==> config.mk <==
export PLATFORM = sky130hd
export DESIGN_NAME = pipe_hazard_ctrl
export DESIGN_NICKNAME = d
export VERILOG_FILES = /design/src/rtl/pipe_hazard_ctrl_pkg.sv /design/src/rtl/pipe_hazard_ctrl_hazard_detect.sv /design/src/rtl/pipe_hazard_ctrl.sv
export SDC_FILE = /design/constraint.sdc
export NUM_CORES = 1
export LEC_CHECK = 0
export CAP_MARGIN = 20
export CORE_ASPECT_RATIO = 1.25
export CORE_MARGIN = 10
export CORE_UTILIZATION = 39
export DETAILED_ROUTE_END_ITERATION = 10
export GPL_TIMING_DRIVEN = 0
export PLACE_DENSITY = 0.79
export SLEW_MARGIN = 20
export SYNTH_ARGS = -nofsm -noshare
export SYNTH_HDL_FRONTEND = slang
export SYNTH_SLANG_ARGS = --single-unit
==> constraint.sdc <==
create_clock -name clk -period 5 [get_ports clk]
set_input_delay 1 -clock clk [delete_from_list [all_inputs] [get_ports clk]]
set_output_delay 1 -clock clk [all_outputs]
set_load 0.1 [all_outputs]
==> src/rtl/pipe_hazard_ctrl_pkg.sv <==
// Shared definitions for the pipeline hazard controller.
//   state_e  : controller FSM states (run, waiting on data memory, halted on timeout)
//   REG_ZERO : architectural zero register; never a real dependency
package pipe_hazard_ctrl_pkg;

    typedef enum logic [1:0] {
        StRun     = 2'd0,
        StMemWait = 2'd1,
        StHalt    = 2'd2
    } state_e;

    localparam logic [4:0] REG_ZERO = 5'd0;

endpackage

==> src/rtl/pipe_hazard_ctrl_hazard_detect.sv <==
// Load-use hazard detector (purely combinational).
// Ports:
//   id_rs, id_rt  : source registers of the instruction in ID
//   id_uses_rt    : ID instruction actually reads rt
//   ex_mem_read   : instruction in EX is a load
//   ex_rt         : destination register of that load
//   load_use      : ID must wait one cycle for the load result
module pipe_hazard_ctrl_hazard_detect
    import pipe_hazard_ctrl_pkg::*;
(
    input  logic [4:0] id_rs,
    input  logic [4:0] id_rt,
    input  logic       id_uses_rt,
    input  logic       ex_mem_read,
    input  logic [4:0] ex_rt,
    output logic       load_use
);

    logic rs_match;
    logic rt_match;

    assign rs_match = (ex_rt == id_rs);
    // rt only counts when the ID instruction reads it (not e.g. an I-type destination).
    assign rt_match = id_uses_rt && (ex_rt == id_rt);
    assign load_use = ex_mem_read && (ex_rt != REG_ZERO) && (rs_match || rt_match);

endmodule

==> src/rtl/pipe_hazard_ctrl.sv <==
// Pipeline hazard controller: the only source of PC/pipeline-register enables and flushes.
// Ports:
//   clk, rst          : clock, synchronous active-high reset
//   id_rs/id_rt/id_uses_rt, ex_MemRead/ex_rt : load-use detection inputs
//   mem_branch_taken  : branch resolved taken in MEM
//   dmem_req/dmem_ready : data-memory handshake from MEM
//   pc_en, pc_sel_branch : PC load enable and branch-target select
//   *_en / *_flush    : pipeline register load enables and bubble inserts
//   stall_cnt         : saturating count of cycles with pc_en=0 since reset
//   mem_timeout       : sticky error, data memory waited too long (pipe halted)
module pipe_hazard_ctrl
    import pipe_hazard_ctrl_pkg::*;
#(
    parameter int unsigned MEM_TIMEOUT = 255,
    parameter int unsigned TO_W        = 8,
    parameter int unsigned CNT_W       = 32
) (
    input  logic             clk,
    input  logic             rst,
    input  logic [4:0]       id_rs,
    input  logic [4:0]       id_rt,
    input  logic             id_uses_rt,
    input  logic             ex_MemRead,
    input  logic [4:0]       ex_rt,
    input  logic             mem_branch_taken,
    input  logic             dmem_req,
    input  logic             dmem_ready,
    output logic             pc_en,
    output logic             pc_sel_branch,
    output logic             ifid_en,
    output logic             idex_en,
    output logic             exmem_en,
    output logic             memwb_en,
    output logic             ifid_flush,
    output logic             idex_flush,
    output logic             exmem_flush,
    output logic [CNT_W-1:0] stall_cnt,
    output logic             mem_timeout
);

    // wait_cnt counts completed wait cycles, so the MEM_TIMEOUT-th wait cycle sees this value.
    localparam logic [TO_W-1:0] WaitLast = TO_W'(MEM_TIMEOUT - 1);

    state_e            state_q;
    logic [TO_W-1:0]   wait_cnt_q;
    logic [CNT_W-1:0]  stall_cnt_q;
    logic              mem_timeout_q;

    logic mem_wait;
    logic timeout_hit;
    logic load_use;

    assign mem_wait    = dmem_req && !dmem_ready;
    assign timeout_hit = mem_wait && (wait_cnt_q == WaitLast);

    pipe_hazard_ctrl_hazard_detect u_hazard_detect (
        .id_rs       (id_rs),
        .id_rt       (id_rt),
        .id_uses_rt  (id_uses_rt),
        .ex_mem_read (ex_MemRead),
        .ex_rt       (ex_rt),
        .load_use    (load_use)
    );

    // Output decode. Priority: reset > halt > memory wait > branch flush > load-use > normal.
    always_comb begin
        pc_en         = 1'b1;
        pc_sel_branch = 1'b0;
        ifid_en       = 1'b1;
        idex_en       = 1'b1;
        exmem_en      = 1'b1;
        memwb_en      = 1'b1;
        ifid_flush    = 1'b0;
        idex_flush    = 1'b0;
        exmem_flush   = 1'b0;
        if (rst) begin
            // Load bubbles everywhere while holding the PC.
            pc_en       = 1'b0;
            ifid_flush  = 1'b1;
            idex_flush  = 1'b1;
            exmem_flush = 1'b1;
        end else if (state_q == StHalt || mem_wait) begin
            pc_en    = 1'b0;
            ifid_en  = 1'b0;
            idex_en  = 1'b0;
            exmem_en = 1'b0;
            memwb_en = 1'b0;
        end else if (mem_branch_taken) begin
            // The ID instruction is squashed, so any load-use hazard on it is moot.
            pc_sel_branch = 1'b1;
            ifid_flush    = 1'b1;
            idex_flush    = 1'b1;
            exmem_flush   = 1'b1;
        end else if (load_use) begin
            pc_en      = 1'b0;
            ifid_en    = 1'b0;
            idex_flush = 1'b1;
        end
    end

    always_ff @(posedge clk) begin
        if (rst) begin
            state_q       <= StRun;
            wait_cnt_q    <= '0;
            stall_cnt_q   <= '0;
            mem_timeout_q <= 1'b0;
        end else begin
            if (!pc_en && (stall_cnt_q != '1)) begin
                stall_cnt_q <= stall_cnt_q + 1'b1;
            end
            unique case (state_q)
                StHalt: begin
                    state_q <= StHalt;
                end
                default: begin
                    if (timeout_hit) begin
                        state_q       <= StHalt;
                        mem_timeout_q <= 1'b1;
                        wait_cnt_q    <= wait_cnt_q + 1'b1;
                    end else if (mem_wait) begin
                        state_q    <= StMemWait;
                        wait_cnt_q <= wait_cnt_q + 1'b1;
                    end else begin
                        state_q    <= StRun;
                        wait_cnt_q <= '0;
                    end
                end
            endcase
        end
    end

    assign stall_cnt   = stall_cnt_q;
    assign mem_timeout = mem_timeout_q;

endmodule

* Yosys cells after proc, flatten, opt, wreduce, memory -nomap -nowiden
Cells that the tools add are included.
Storage, ports and cells: bits in registers 43, bits in latches 0, bits in writable memories 0, bits in read-only memories 0, input bits 22, output and inout port bits 42, logic and storage cells 46, memories 0
Cells by class: add/sub/neg operators 2, multiply operators 0, divide/modulo/power cells 0, $lt $le $gt $ge 0, equal/unequal tests 5, shift-type cells 0, multiplexer cells 20, bitwise gates (word level) 1, reduce and logical (&&, ||, !) cells 13
Operators with widths (number):
- $add 32x1->32 const B | 1
- $ne 32x32->1 const B | 1
- $mux 1 | 16
- $mux 8 | 2
- $eq 5x5->1 | 2
- $add 8x1->8 const B | 1
- $eq 8x8->1 const B | 1
- $logic_and 1x1->1 | 6
- $reduce_bool 5->1 | 1
- $mux 2 | 2
- $reduce_or 3->1 | 1
- $eq 2x2->1 const B | 1
- $logic_not 1->1 | 2
- $logic_or 1x1->1 | 2
- $reduce_and 2->1 | 1
- $not 1->1 | 1

* Depth between registers and ports, before layout
Gate-level depths: netlist of the first run.
depth in word-level cells 10, depth in mapped cells 9, gate-level depth less buffers 7

* By module
Synthesis of the first run repeated with hierarchy kept, for this count alone.
Unflattened totals: cells, all modules 281, area, all modules 2314.7 sq um
Modules (own cells, without submodules):
- pipe_hazard_ctrl | times used 1, cells an instance 264, area an instance 2182.1 sq um, sequential area each 860.8 sq um
- pipe_hazard_ctrl_hazard_detect | times used 1, cells an instance 17, area an instance 132.6 sq um, sequential area each 0.0 sq um

* Least setup slack after synthesis of the first run
Ideal clock, no wire load.
path type input -> output, from in ex_rt[1], to out pc_en, arrival 4040 ps, required time 4000 ps, setup slack -40 ps, stages on the path 4, buffers on the path 0, path through or4_1 -> o21ai_1 -> nor2_1 -> a211oi_1
On the way: cells in the longest elaborated chain, start to end 8, elaborated cells between the ends (all ways) 11, those cells by class 2 x eq/ne; 4 x mux; 5 x reduce/logical
Ends and longest elaborated chain:
- start: declaration | RTL line pipe_hazard_ctrl.sv:24 | input logic [4:0] ex_rt,
- $eq 5x5->1 | RTL line pipe_hazard_ctrl_hazard_detect.sv:24 | assign rt_match = id_uses_rt && (ex_rt == id_rt);
- $logic_and 1x1->1 | RTL line pipe_hazard_ctrl_hazard_detect.sv:24
- $logic_or 1x1->1 | RTL line pipe_hazard_ctrl_hazard_detect.sv:25 | assign load_use = ex_mem_read && (ex_rt != REG_ZERO) && (rs_match || rt_match);
- $logic_and 1x1->1 (*) | RTL line pipe_hazard_ctrl_hazard_detect.sv:25
- $mux 1 (*) | RTL line pipe_hazard_ctrl.sv:94 | end else if (load_use) begin
- $mux 1 (*) | RTL line pipe_hazard_ctrl.sv:88 | end else if (mem_branch_taken) begin
- $mux 1 (*) | RTL line pipe_hazard_ctrl.sv:82 | end else if (state_q == StHalt || mem_wait) begin
- $mux 1 (*) | RTL line pipe_hazard_ctrl.sv:76 | if (rst) begin
- end: declaration | RTL line pipe_hazard_ctrl.sv:28 | output logic pc_en,
Mark *: on every way between the ends. The rest lies on a longest branch, timed or not.

* Worst setup path after layout of the first run
Ends and elaborated chain as after synthesis.

==> impl_metrics.env, run 1 <==
export IMPL_start_util=0.401
export IMPL_setup_viol=0
export IMPL_tightest_slew_ns=0.997
export IMPL_rows=31
export IMPL_drt_total_wl_um=6250
export IMPL_drtIter0Drc=99
export IMPL_synth_seq_cells=43
export IMPL_multiInputGateArea_mm2=0.00136
export IMPL_dpl_hpwl_um=4770
export IMPL_hold_end="mem_timeout"
export IMPL_antenna_found_initial=0
export IMPL_reg2reg_to="stall_cnt[29]"
export IMPL_clkLatencyLatePin_ns=0.30
export IMPL_holdPathStages=2
export IMPL_pin_count=64
export IMPL_fp_dieArea_mm2=0.00944
export IMPL_synth_edf_count=0
export IMPL_hold_slack_ns=0.472
export IMPL_ys_seq_area_frac=0.371
export IMPL_clock_path_buffers=2
export IMPL_crit_type="in2out"
export IMPL_fmax_ghz=0.212
export IMPL_track_usage=0.134
export IMPL_clock_sinks=43
export IMPL_drc_errors=0
export IMPL_coreArea_mm2=0.00578
export IMPL_cts_tree="yes"
export IMPL_crit_fanout=3
export IMPL_netlist_instances=275
export IMPL_drv_cap=0
export IMPL_port_buffers=62
export IMPL_instances_no_fill=411
export IMPL_seq_area_um2=861
export IMPL_internal_power_mw=0.508
export IMPL_place_inst=403
export IMPL_drtPass1Iterations=4
export IMPL_min_period_over_period=0.944
export IMPL_p_switching_mw=0.191
export IMPL_drive_above_1_share=0.101
export IMPL_synth_ff_type="dfxtp_1"
export IMPL_grt_first_pass_wirelength_um=10300
export IMPL_fin_crit_ns=4.72
export IMPL_nNetsFinal=369
export IMPL_antenna_cells=0
export IMPL_crit_path_end_kind="primary output"
export IMPL_hold_path_class="reg2reg"
export IMPL_ant_nets=0
export IMPL_wl_per_cell_um=15.2
export IMPL_rsz0062_at_grt="false"
export IMPL_yosys_warnings=0
export IMPL_synth_nets=300
export IMPL_grt_max_degree=14
export IMPL_clockPowerShare=0.353
export IMPL_chipHeight_um=106
export IMPL_r2r_slack_ns=2.75
export IMPL_place_gp_congestion=0.828
export IMPL_syn_to_final_growth_pct=34.8
export IMPL_cp_slowest_cell="clkdlybuf4s50_1"
export IMPL_path_buf_inv=2
export IMPL_switching_share=0.273
export IMPL_netlist_area_mm2=0.00232
export IMPL_r2r_cells=5
export IMPL_fp_dieW_um=88.9
export IMPL_ys_async_sr_fraction=0
export IMPL_path_clk_slew_ns=0.08
export IMPL_p_comb_frac=0.152
export IMPL_cp_common_cell="clkdlybuf4s50_1"
export IMPL_hold_viol=0
export IMPL_start_kind="input pin"
export IMPL_cts_buffers_inserted=5
export IMPL_critPathRequiredTime_ns=4.00
export IMPL_outcome="finished clean"
export IMPL_path_delay_family="buffers and inverters"
export IMPL_r2r_start="stall_cnt[2]"
export IMPL_slew_limit_headroom=0.333
export IMPL_peakVddDrop_mv=0.156
export IMPL_worstHoldStart="mem_timeout"
export IMPL_cts_htree_levels=2
export IMPL_synth_avg_cell_area_um2=8.43
export IMPL_arrival_ns=3.72
export IMPL_crit_chain="clkdlybuf4s50_1 -> or4_1 -> o21ai_1 -> nor2_1 -> a211oi_2 -> clkdlybuf4s50_1"
export IMPL_fin_skew_ns=0.00904
export IMPL_grt_overflow_total=0
export IMPL_via_per_inst=5.37
export IMPL_post_cts_buffers=0
export IMPL_slowest_delay_ns=1.17
export IMPL_grt_pass1_vias=2213
export IMPL_leakage_nw=1.02
export IMPL_powerDensity_mw_per_mm2=224
export IMPL_slew_violations=0
export IMPL_seqPwrFrac=0.496
export IMPL_fill_cells=546
export IMPL_clockRootBuffer="clkbuf_8"
export IMPL_num_vias=2206
export IMPL_yosys_cell_types_count=41
routing by layer:
layer / vias up / share of wire / GRT usage
met5: - / 0 / 0
met2: 72 / 0.48 / 0.221
met4: 0 / 0.013 / 0.0433
met3: 8 / 0.10 / 0.0542
met1: 1027 / 0.41 / 0.152
li1: 1099 / - / -
sequential cells by signal (all words and copies together) (netlist names):
| name | cells |
|---|---|
| stall_cnt | 32 |
| wait_cnt_q | 8 |
| state_q | 2 |
| mem_timeout | 1 |
worst max-delay path by stage:
stage | from | to | slack (ns) | depth (start not counted)
2_1_floorplan | dmem_req | pc_sel_branch | 0.28 | 3
3_3_place_gp | ex_rt[1] | ifid_en | -0.14 | 9
3_5_place_dp | ex_rt[1] | ifid_en | -0.16 | 9
4_1_cts | ex_rt[1] | ifid_en | 0.10 | 9
5_1_grt | ex_rt[1] | pc_en | 0.15 | 6
6_report | ex_rt[1] | pc_en | 0.28 | 6
kinds of logic after synthesis:
logic type      count (synthesis)  share of synthesized area
simple gates                  147                      0.352
flops                          43                      0.371
xor+xnor                       38                      0.144
compound gates                 25                     0.0686
buf+inv                        18                     0.0437
fa+ha+maj                       3                     0.0162
mux                             1                    0.00486
power groups by stage:
stage | clock [mW] | combinational [mW] | sequential, mW
4_1_cts | 0.253 | 0.107 | 0.346
2_1_floorplan | 0 | 0.0627 | 0.363
3_3_place_gp | 0 | 0.106 | 0.354
5_1_grt | 0.266 | 0.112 | 0.347
6_report | 0.246 | 0.106 | 0.346
3_5_place_dp | 0 | 0.107 | 0.354
Yosys cell counts (3+ instances only):
cell | n | area share
nor3_1 | 7 | 0.015
and4_1 | 3 | 0.011
nor3_2 | 4 | 0.017
inv_1 | 3 | 0.0049
nor3b_1 | 3 | 0.0097
and3_1 | 5 | 0.013
nand2b_1 | 4 | 0.011
ha_1 | 3 | 0.016
xor2_1 | 4 | 0.015
xnor2_1 | 34 | 0.13
o21ai_1 | 4 | 0.0086
or3_1 | 6 | 0.016
nor2_1 | 47 | 0.076
o21ai_0 | 3 | 0.0065
nand3_1 | 14 | 0.030
clkbuf_1 | 5 | 0.0081
buf_4 | 4 | 0.013
buf_2 | 3 | 0.0065
a21oi_1 | 11 | 0.024
dfxtp_1 | 43 | 0.37
nor2b_1 | 3 | 0.0081
nand4_1 | 13 | 0.035
nor4_1 | 12 | 0.032
nand2_1 | 14 | 0.023
metrics by stage:
step / TNS, ns / area, um^2 / total power [mW] / setup WS, ns / utilization
2_1_floorplan: 0 / 2320 / 0.425 / 0.282 / -
3_3_place_gp: -0.141 / 3030 / 0.460 / -0.141 / 0.523
3_5_place_dp: -0.161 / 3030 / 0.461 / -0.161 / 0.523
4_1_cts: 0 / 3130 / 0.707 / 0.103 / 0.541
5_1_grt: 0 / 3120 / 0.726 / 0.149 / 0.541
6_report: 0 / 3120 / 0.699 / 0.279 / 0.541
final cells by class:
type	instances	area share
multi-input combinational	214	0.435
inverter	3	0.00360
tap	66	0.0264
sequential	43	0.276
clock buffer	7	0.0308
timing repair buffer	62	0.197
buffer	15	0.0288
clock inverter	1	0.00240
timing repair:
item                                    in CTS  in global routing
gates cloned                                 0                  0
endpoints found under the setup margin       1                  1
hold buffers                                 0                  0
gates resized for setup                      1                  2
cells in the final DEF, fill, tap and decap left out, types with 3 or more instances in the layout:
cell type and n:
clkdlybuf4s50_1 61, nor2_1 47, dfxtp_1 43, xnor2_1 34, nand3_1 14, nand2_1 14, nand4_1 13, nor4_1 12
a21oi_1 11, nor3_1 7, clkbuf_8 7, or3_1 6, clkbuf_1 5, and3_1 5, o21ai_1 4, nand2b_1 4
nor3_2 4, buf_4 4, xor2_1 4, inv_1 3, nor2b_1 3, nor3b_1 3, and4_1 3, buf_2 3
o21ai_0 3, ha_1 3
tightest hold or removal path, cell delays in order, from the launching register on:
cell and delay [ns]:
dfxtp_1 0.33, a21oi_1 0.04, nor2_1 0.07
Note: power is estimated with default switching activity, not from simulation.
==> run 2: changes to the inputs <==
- RECOVER_POWER: unset -> 100
- clock period: 5 -> 5.4 ns (I/O delays scaled with it)
==> run 2 against run 1 <==
Net effect: cell area shrank 0.12%; sequential share of layout area about the same; total power up 1.9%; largest cell class unchanged; wire length is 0.30% higher; first-iteration DRC count shrank 4.0%; die area stayed put; clock-buffer cell count fell by 1.
==> impl_metrics.env, run 2 (synthesis results as in run 1) <==
export IMPL_slew_violations=0
export IMPL_seq_area_um2=861
export IMPL_hold_viol=0
export IMPL_tns_ns=0
export IMPL_cp_common_cell="buf_6"
export IMPL_slowest_delay_ns=0.74
export IMPL_r2r_slack_ns=2.99
export IMPL_clkLatencyLatePin_ns=0.30
export IMPL_fp_dieW_um=88.9
export IMPL_setup_viol=0
export IMPL_crit_type="in2out"
export IMPL_pin_count=64
export IMPL_syn_to_final_growth_pct=34.7
export IMPL_grt_pass1_vias=2165
export IMPL_coreArea_mm2=0.00578
export IMPL_fp_dieArea_mm2=0.00944
export IMPL_powerDensity_mw_per_mm2=228
export IMPL_num_vias=2214
export IMPL_hold_slack_ns=0.485
export IMPL_post_cts_buffers=0
export IMPL_arrival_ns=3.97
export IMPL_r2r_cells=5
export IMPL_critPathRequiredTime_ns=4.32
export IMPL_drc_errors=0
export IMPL_cp_startpoint="ex_rt[1]"
export IMPL_crit_path_end_kind="primary output"
export IMPL_nNetsFinal=369
export IMPL_peakVddDrop_mv=0.126
export IMPL_multiInputGateArea_mm2=0.00132
export IMPL_fill_cells=535
export IMPL_r2r_start="stall_cnt[2]"
export IMPL_clock_path_buffers=2
export IMPL_cts_tree="yes"
export IMPL_outcome="finished clean"
export IMPL_clockPowerShare=0.418
export IMPL_cts_buffers_inserted=5
export IMPL_ant_nets=0
export IMPL_post_dp_cell_area_mm2=0.00302
export IMPL_dpl_hpwl_um=4740
export IMPL_fmax_ghz=0.198
export IMPL_place_gp_congestion=0.809
export IMPL_crit_end="ifid_en"
export IMPL_rsz0062_at_grt="false"
export IMPL_min_period_over_period=0.934
export IMPL_drt_total_wl_um=6260
export IMPL_tightest_slew_ns=1.01
export IMPL_reg2reg_to="stall_cnt[29]"
export IMPL_place_inst=403
export IMPL_hold_path_class="reg2reg"
export IMPL_port_buffers=62
export IMPL_drive_above_1_share=0.0754
export IMPL_final_common_cell="nor2_1"
export IMPL_largest_reg_flops=32
export IMPL_leakage_nw=1.14
export IMPL_instances_no_fill=411
export IMPL_path_depth=9
export IMPL_track_usage=0.131
export IMPL_fin_crit_ns=5.05
export IMPL_cp_slowest_cell="dlymetal6s2s_1"
export IMPL_cts_htree_levels=2
export IMPL_crit_fanout=10
export IMPL_start_kind="input pin"
export IMPL_switching_share=0.246
export IMPL_rows=31
export IMPL_grt_first_pass_wirelength_um=10100
export IMPL_chipHeight_um=106
export IMPL_grt_max_degree=14
export IMPL_start_util=0.401
export IMPL_fin_skew_ns=0.00670
export IMPL_p_comb_frac=0.132
export IMPL_slew_limit_headroom=0.327
export IMPL_postCtsHoldBufs=0
export IMPL_crit_chain="clkdlybuf4s50_1 -> or4_1 -> o21ai_1 -> nor2_1 -> a21oi_1 -> buf_6 -> buf_6 -> or2_2 -> dlymetal6s2s_1"
export IMPL_antenna_cells=0
export IMPL_seqPwrFrac=0.450
export IMPL_clock_sinks=43
export IMPL_internal_power_mw=0.537
export IMPL_path_clk_slew_ns=0.08
export IMPL_drtIter0Drc=95
export IMPL_antenna_found_initial=0
export IMPL_drtPass1Iterations=4
export IMPL_drv_cap=0
export IMPL_postLayoutCellArea_mm2=0.00312
export IMPL_path_buf_inv=4
export IMPL_p_switching_mw=0.175
export IMPL_final_cell_mix="47 x nor2_1, 43 x dfxtp_1, 42 x dlygate4sd3_1"
export IMPL_path_delay_family="buffers and inverters"
export IMPL_clockRootBuffer="clkbuf_8"
export IMPL_wl_per_cell_um=15.2
export IMPL_via_per_inst=5.39
export IMPL_grt_overflow_total=0
## run 2: changes by cell type in the layout (fill, tap and decap cells not counted), sizes merged
cell	previous run	this run
buf	10	8
clkinvlp	1	0
dlymetal6s2s	0	1
bufinv	0	2
clkdlybuf4s50	61	19
dlygate4sd3	0	42
## run 2: stage by stage
stage | total power, mW | util | setup slack, ns
finish | 0.712 | 0.540 | 0.354
global route | 0.734 | 0.540 | 0.206
CTS | 0.721 | 0.546 | 0.102
detailed placement | 0.426 | 0.523 | 0.118
floorplan | 0.393 | - | 0.200
global placement | 0.426 | 0.523 | 0.116
## run 2: worst min-delay path, delay by kind of cell, from the launching register on
kind | cells | cell delay (ns)
and+or+nand+nor | 1 | 0.07
DFF | 1 | 0.34
AOI/OAI and AO/OA | 1 | 0.05
## run 2: power groups by stage
stage,Combinational (mW),Sequential (mW),Clock [mW]
after floorplan,0.0577,0.336,0
after global placement,0.0975,0.328,0
after detailed placement,0.0981,0.328,0
after CTS,0.0985,0.321,0.302
after global routing,0.0998,0.321,0.313
final,0.0938,0.321,0.298
## run 2: metal layers
layer	wire length [um]	track usage	part of all wire	vias up
met5	0	0	0	-
met1	2550	0.146	0.41	1037
met3	579	0.0474	0.092	10
met2	3030	0.220	0.48	65
met4	107	0.0501	0.017	0
li1	-	-	-	1102
## run 2: what timing repair did
| item | CTS | global route |
|---|---|---|
| setup endpoints to repair | 0 | 1 |
| hold endpoints to repair | 0 | 0 |
| resized for setup | 0 | 1 |
## run 2: how the worst min path moves through the flow
stage	start	end	slack [ns]	depth (start not counted)
after floorplan	wait_cnt_q[7]	wait_cnt_q[7]	0.46	2
after global placement	mem_timeout	mem_timeout	0.46	2
after global routing	wait_cnt_q[7]	wait_cnt_q[7]	0.52	2
after CTS	wait_cnt_q[7]	wait_cnt_q[7]	0.50	2
after detailed placement	mem_timeout	mem_timeout	0.48	2
final	mem_timeout	mem_timeout	0.49	2
## run 2: cell type report
| class | count | share of cell area |
|---|---|---|
| Timing Repair Buffer | 62 | 0.200 |
| Buffer | 15 | 0.0285 |
| Tap cell | 66 | 0.0265 |
| Inverter | 3 | 0.00361 |
| Multi-Input combinational cell | 214 | 0.423 |
| Clock buffer | 6 | 0.0233 |
| Clock inverter | 2 | 0.0192 |
| Sequential cell | 43 | 0.276 |
==> run 3: changes to the inputs <==
- CELL_PAD_IN_SITES_DETAIL_PLACEMENT: unset -> 1
- CELL_PAD_IN_SITES_GLOBAL_PLACEMENT: unset -> 2
- CORE_UTILIZATION: 39 -> 28
- PLACE_DENSITY: 0.79 -> 0.93
==> run 3 against run 2 <==
Net effect: wire length increased by 14%; setup slack got worse by 0.030 ns; critical endpoint is now pc_en; largest cell class unchanged; global-route usage decreased by 1.3 points; sequential cell count unchanged; hold slack got worse by 0.015 ns; clock power decreased by 16%; total power decreased by 6.3%; die area increased by 31%; critical path type unchanged; sequential share of layout area decreased by 0.25 points; critical path depth decreased by 3; non-clock buffer count unchanged; final cell count increased by 7.3%.
==> impl_metrics.env, run 3 (synthesis results as in run 1) <==
export IMPL_rsz0062_at_grt="false"
export IMPL_slew_violations=0
export IMPL_p_switching_mw=0.180
export IMPL_path_clk_slew_ns=0.08
export IMPL_critPathRequiredTime_ns=4.32
export IMPL_grt_first_pass_wirelength_um=11800
export IMPL_start_util=0.284
export IMPL_drc_errors=0
export IMPL_clockPowerShare=0.373
export IMPL_track_usage=0.118
export IMPL_leakage_nw=1.13
export IMPL_hold_path_class="reg2reg"
export IMPL_rows=37
export IMPL_clkLatencyLatePin_ns=0.30
export IMPL_pin_count=64
export IMPL_grt_pass1_vias=2366
export IMPL_r2r_slack_ns=2.91
export IMPL_largest_reg_flops=32
export IMPL_grt_overflow_total=0
export IMPL_num_vias=2237
export IMPL_drtIter0Drc=98
export IMPL_port_buffers=62
export IMPL_start_kind="input pin"
export IMPL_fp_dieArea_mm2=0.0123
export IMPL_clockRootBuffer="clkbuf_8"
export IMPL_postCtsHoldBufs=0
export IMPL_peakVddDrop_mv=0.128
export IMPL_slew_limit_headroom=0.315
export IMPL_drtPass1Iterations=4
export IMPL_powerDensity_mw_per_mm2=212
export IMPL_reg2reg_to="stall_cnt[29]"
export IMPL_switching_share=0.269
export IMPL_drv_cap=0
export IMPL_r2r_start="stall_cnt[2]"
export IMPL_outcome="finished clean"
export IMPL_final_common_cell="nor2_1"
export IMPL_crit_type="in2out"
export IMPL_clock_sinks=43
export IMPL_fmax_ghz=0.197
export IMPL_arrival_ns=4.00
export IMPL_worstHoldStart="mem_timeout"
export IMPL_syn_to_final_growth_pct=35.9
export IMPL_drive_above_1_share=0.0814
export IMPL_ant_nets=0
export IMPL_seq_area_um2=861
export IMPL_holdPathStages=2
export IMPL_chipHeight_um=122
export IMPL_wl_per_cell_um=16.2
export IMPL_tns_ns=0
export IMPL_cts_tree="yes"
export IMPL_seqPwrFrac=0.481
export IMPL_via_per_inst=5.07
export IMPL_hold_slack_ns=0.470
export IMPL_crit_fanout=3
export IMPL_tightest_slew_ns=1.02
export IMPL_fill_cells=999
export IMPL_fp_dieW_um=101
export IMPL_nNetsFinal=369
export IMPL_multiInputGateArea_mm2=0.00134
export IMPL_grt_max_degree=14
export IMPL_drt_total_wl_um=7160
export IMPL_hold_end="mem_timeout"
export IMPL_antenna_found_initial=0
export IMPL_coreArea_mm2=0.00815
export IMPL_r2r_cells=5
export IMPL_dpl_hpwl_um=5510
export IMPL_internal_power_mw=0.487
export IMPL_fin_crit_ns=5.08
export IMPL_cts_buffers_inserted=5
export IMPL_fin_skew_ns=0.00681
export IMPL_setup_viol=0
export IMPL_min_period_over_period=0.940
export IMPL_antenna_cells=0
export IMPL_p_comb_frac=0.146
export IMPL_place_gp_congestion=0.768
export IMPL_cts_htree_levels=2
export IMPL_final_cell_mix="47 x nor2_1, 43 x dfxtp_1, 42 x dlygate4sd3_1"
export IMPL_clock_path_buffers=2
export IMPL_hold_viol=0
export IMPL_crit_path_end_kind="primary output"
==> run 3: cell count changes in the layout (fill, tap and decap cells not counted) <==
cell / before / now
a21oi_1: 12 / 11
a21oi_4: 0 / 1
bufinv_16: 2 / 1
clkbuf_1: 8 / 7
clkinvlp_4: 0 / 1
nor3_1: 9 / 8
nor3_2: 2 / 3
o21ai_0: 4 / 5
o21ai_1: 3 / 2
==> run 3: area by class of cell <==
cell class | count | area share
Buffer | 15 | 0.0282
Clock buffer | 5 | 0.0219
Clock inverter | 2 | 0.0119
Inverter | 3 | 0.00358
Multi-Input combinational cell | 214 | 0.425
Sequential cell | 43 | 0.273
Tap cell | 97 | 0.0385
Timing Repair Buffer | 62 | 0.198
==> run 3: worst max-delay path by stage <==
stage             start       to  slack (ns)  cells after the start
5_1_grt        ex_rt[3]    pc_en        0.17                      6
6_report       ex_rt[3]    pc_en        0.32                      6
4_1_cts        ex_rt[1]  ifid_en        0.07                      9
3_5_place_dp   ex_rt[1]  ifid_en        0.08                      9
3_3_place_gp   ex_rt[1]  ifid_en        0.09                      9
2_1_floorplan  ex_rt[1]    pc_en        0.20                      4
==> run 3: worst max-delay path, stage by stage <==
cell,delay [ns]
dlygate4sd3_1,0.59
or4_1,0.49
o21ai_0,0.24
nor2_1,0.12
a211oi_1,0.26
clkdlybuf4s50_1,1.19
==> run 3: power by group through the flow <==
stage	Sequential [mW]	Combinational, mW	Clock (mW)
after floorplan	0.336	0.0577	0
after global placement	0.328	0.0986	0
after CTS	0.321	0.101	0.259
after global routing	0.321	0.103	0.273
final	0.321	0.0972	0.249
after detailed placement	0.328	0.101	0
==> run 3: stage by stage <==
stage | utilization | setup WS, ns | power, mW | cells | cell area (um^2)
3_5_place_dp | 0.375 | 0.0805 | 0.429 | 434 | 3060
5_1_grt | 0.387 | 0.169 | 0.698 | 441 | 3150
3_3_place_gp | 0.375 | 0.0859 | 0.427 | 434 | 3060
6_report | 0.387 | 0.324 | 0.667 | 441 | 3150
4_1_cts | 0.389 | 0.0665 | 0.681 | 441 | 3170
2_1_floorplan | - | 0.200 | 0.393 | 275 | 2320
==> run 3: routing by layer <==
layer	global-route usage	share of wire	wire, um	vias up
met3	0.0402	0.064	460	7
met5	0	0	0	-
met1	0.135	0.44	3130	1073
met2	0.200	0.49	3480	56
met4	0.0349	0.012	84	0
li1	-	-	-	1101
==> run 3: what timing repair did <==
item | in CTS | in global routing
setup endpoints to repair | 0 | 1
setup buffers | 0 | 0
resized for setup | 0 | 1
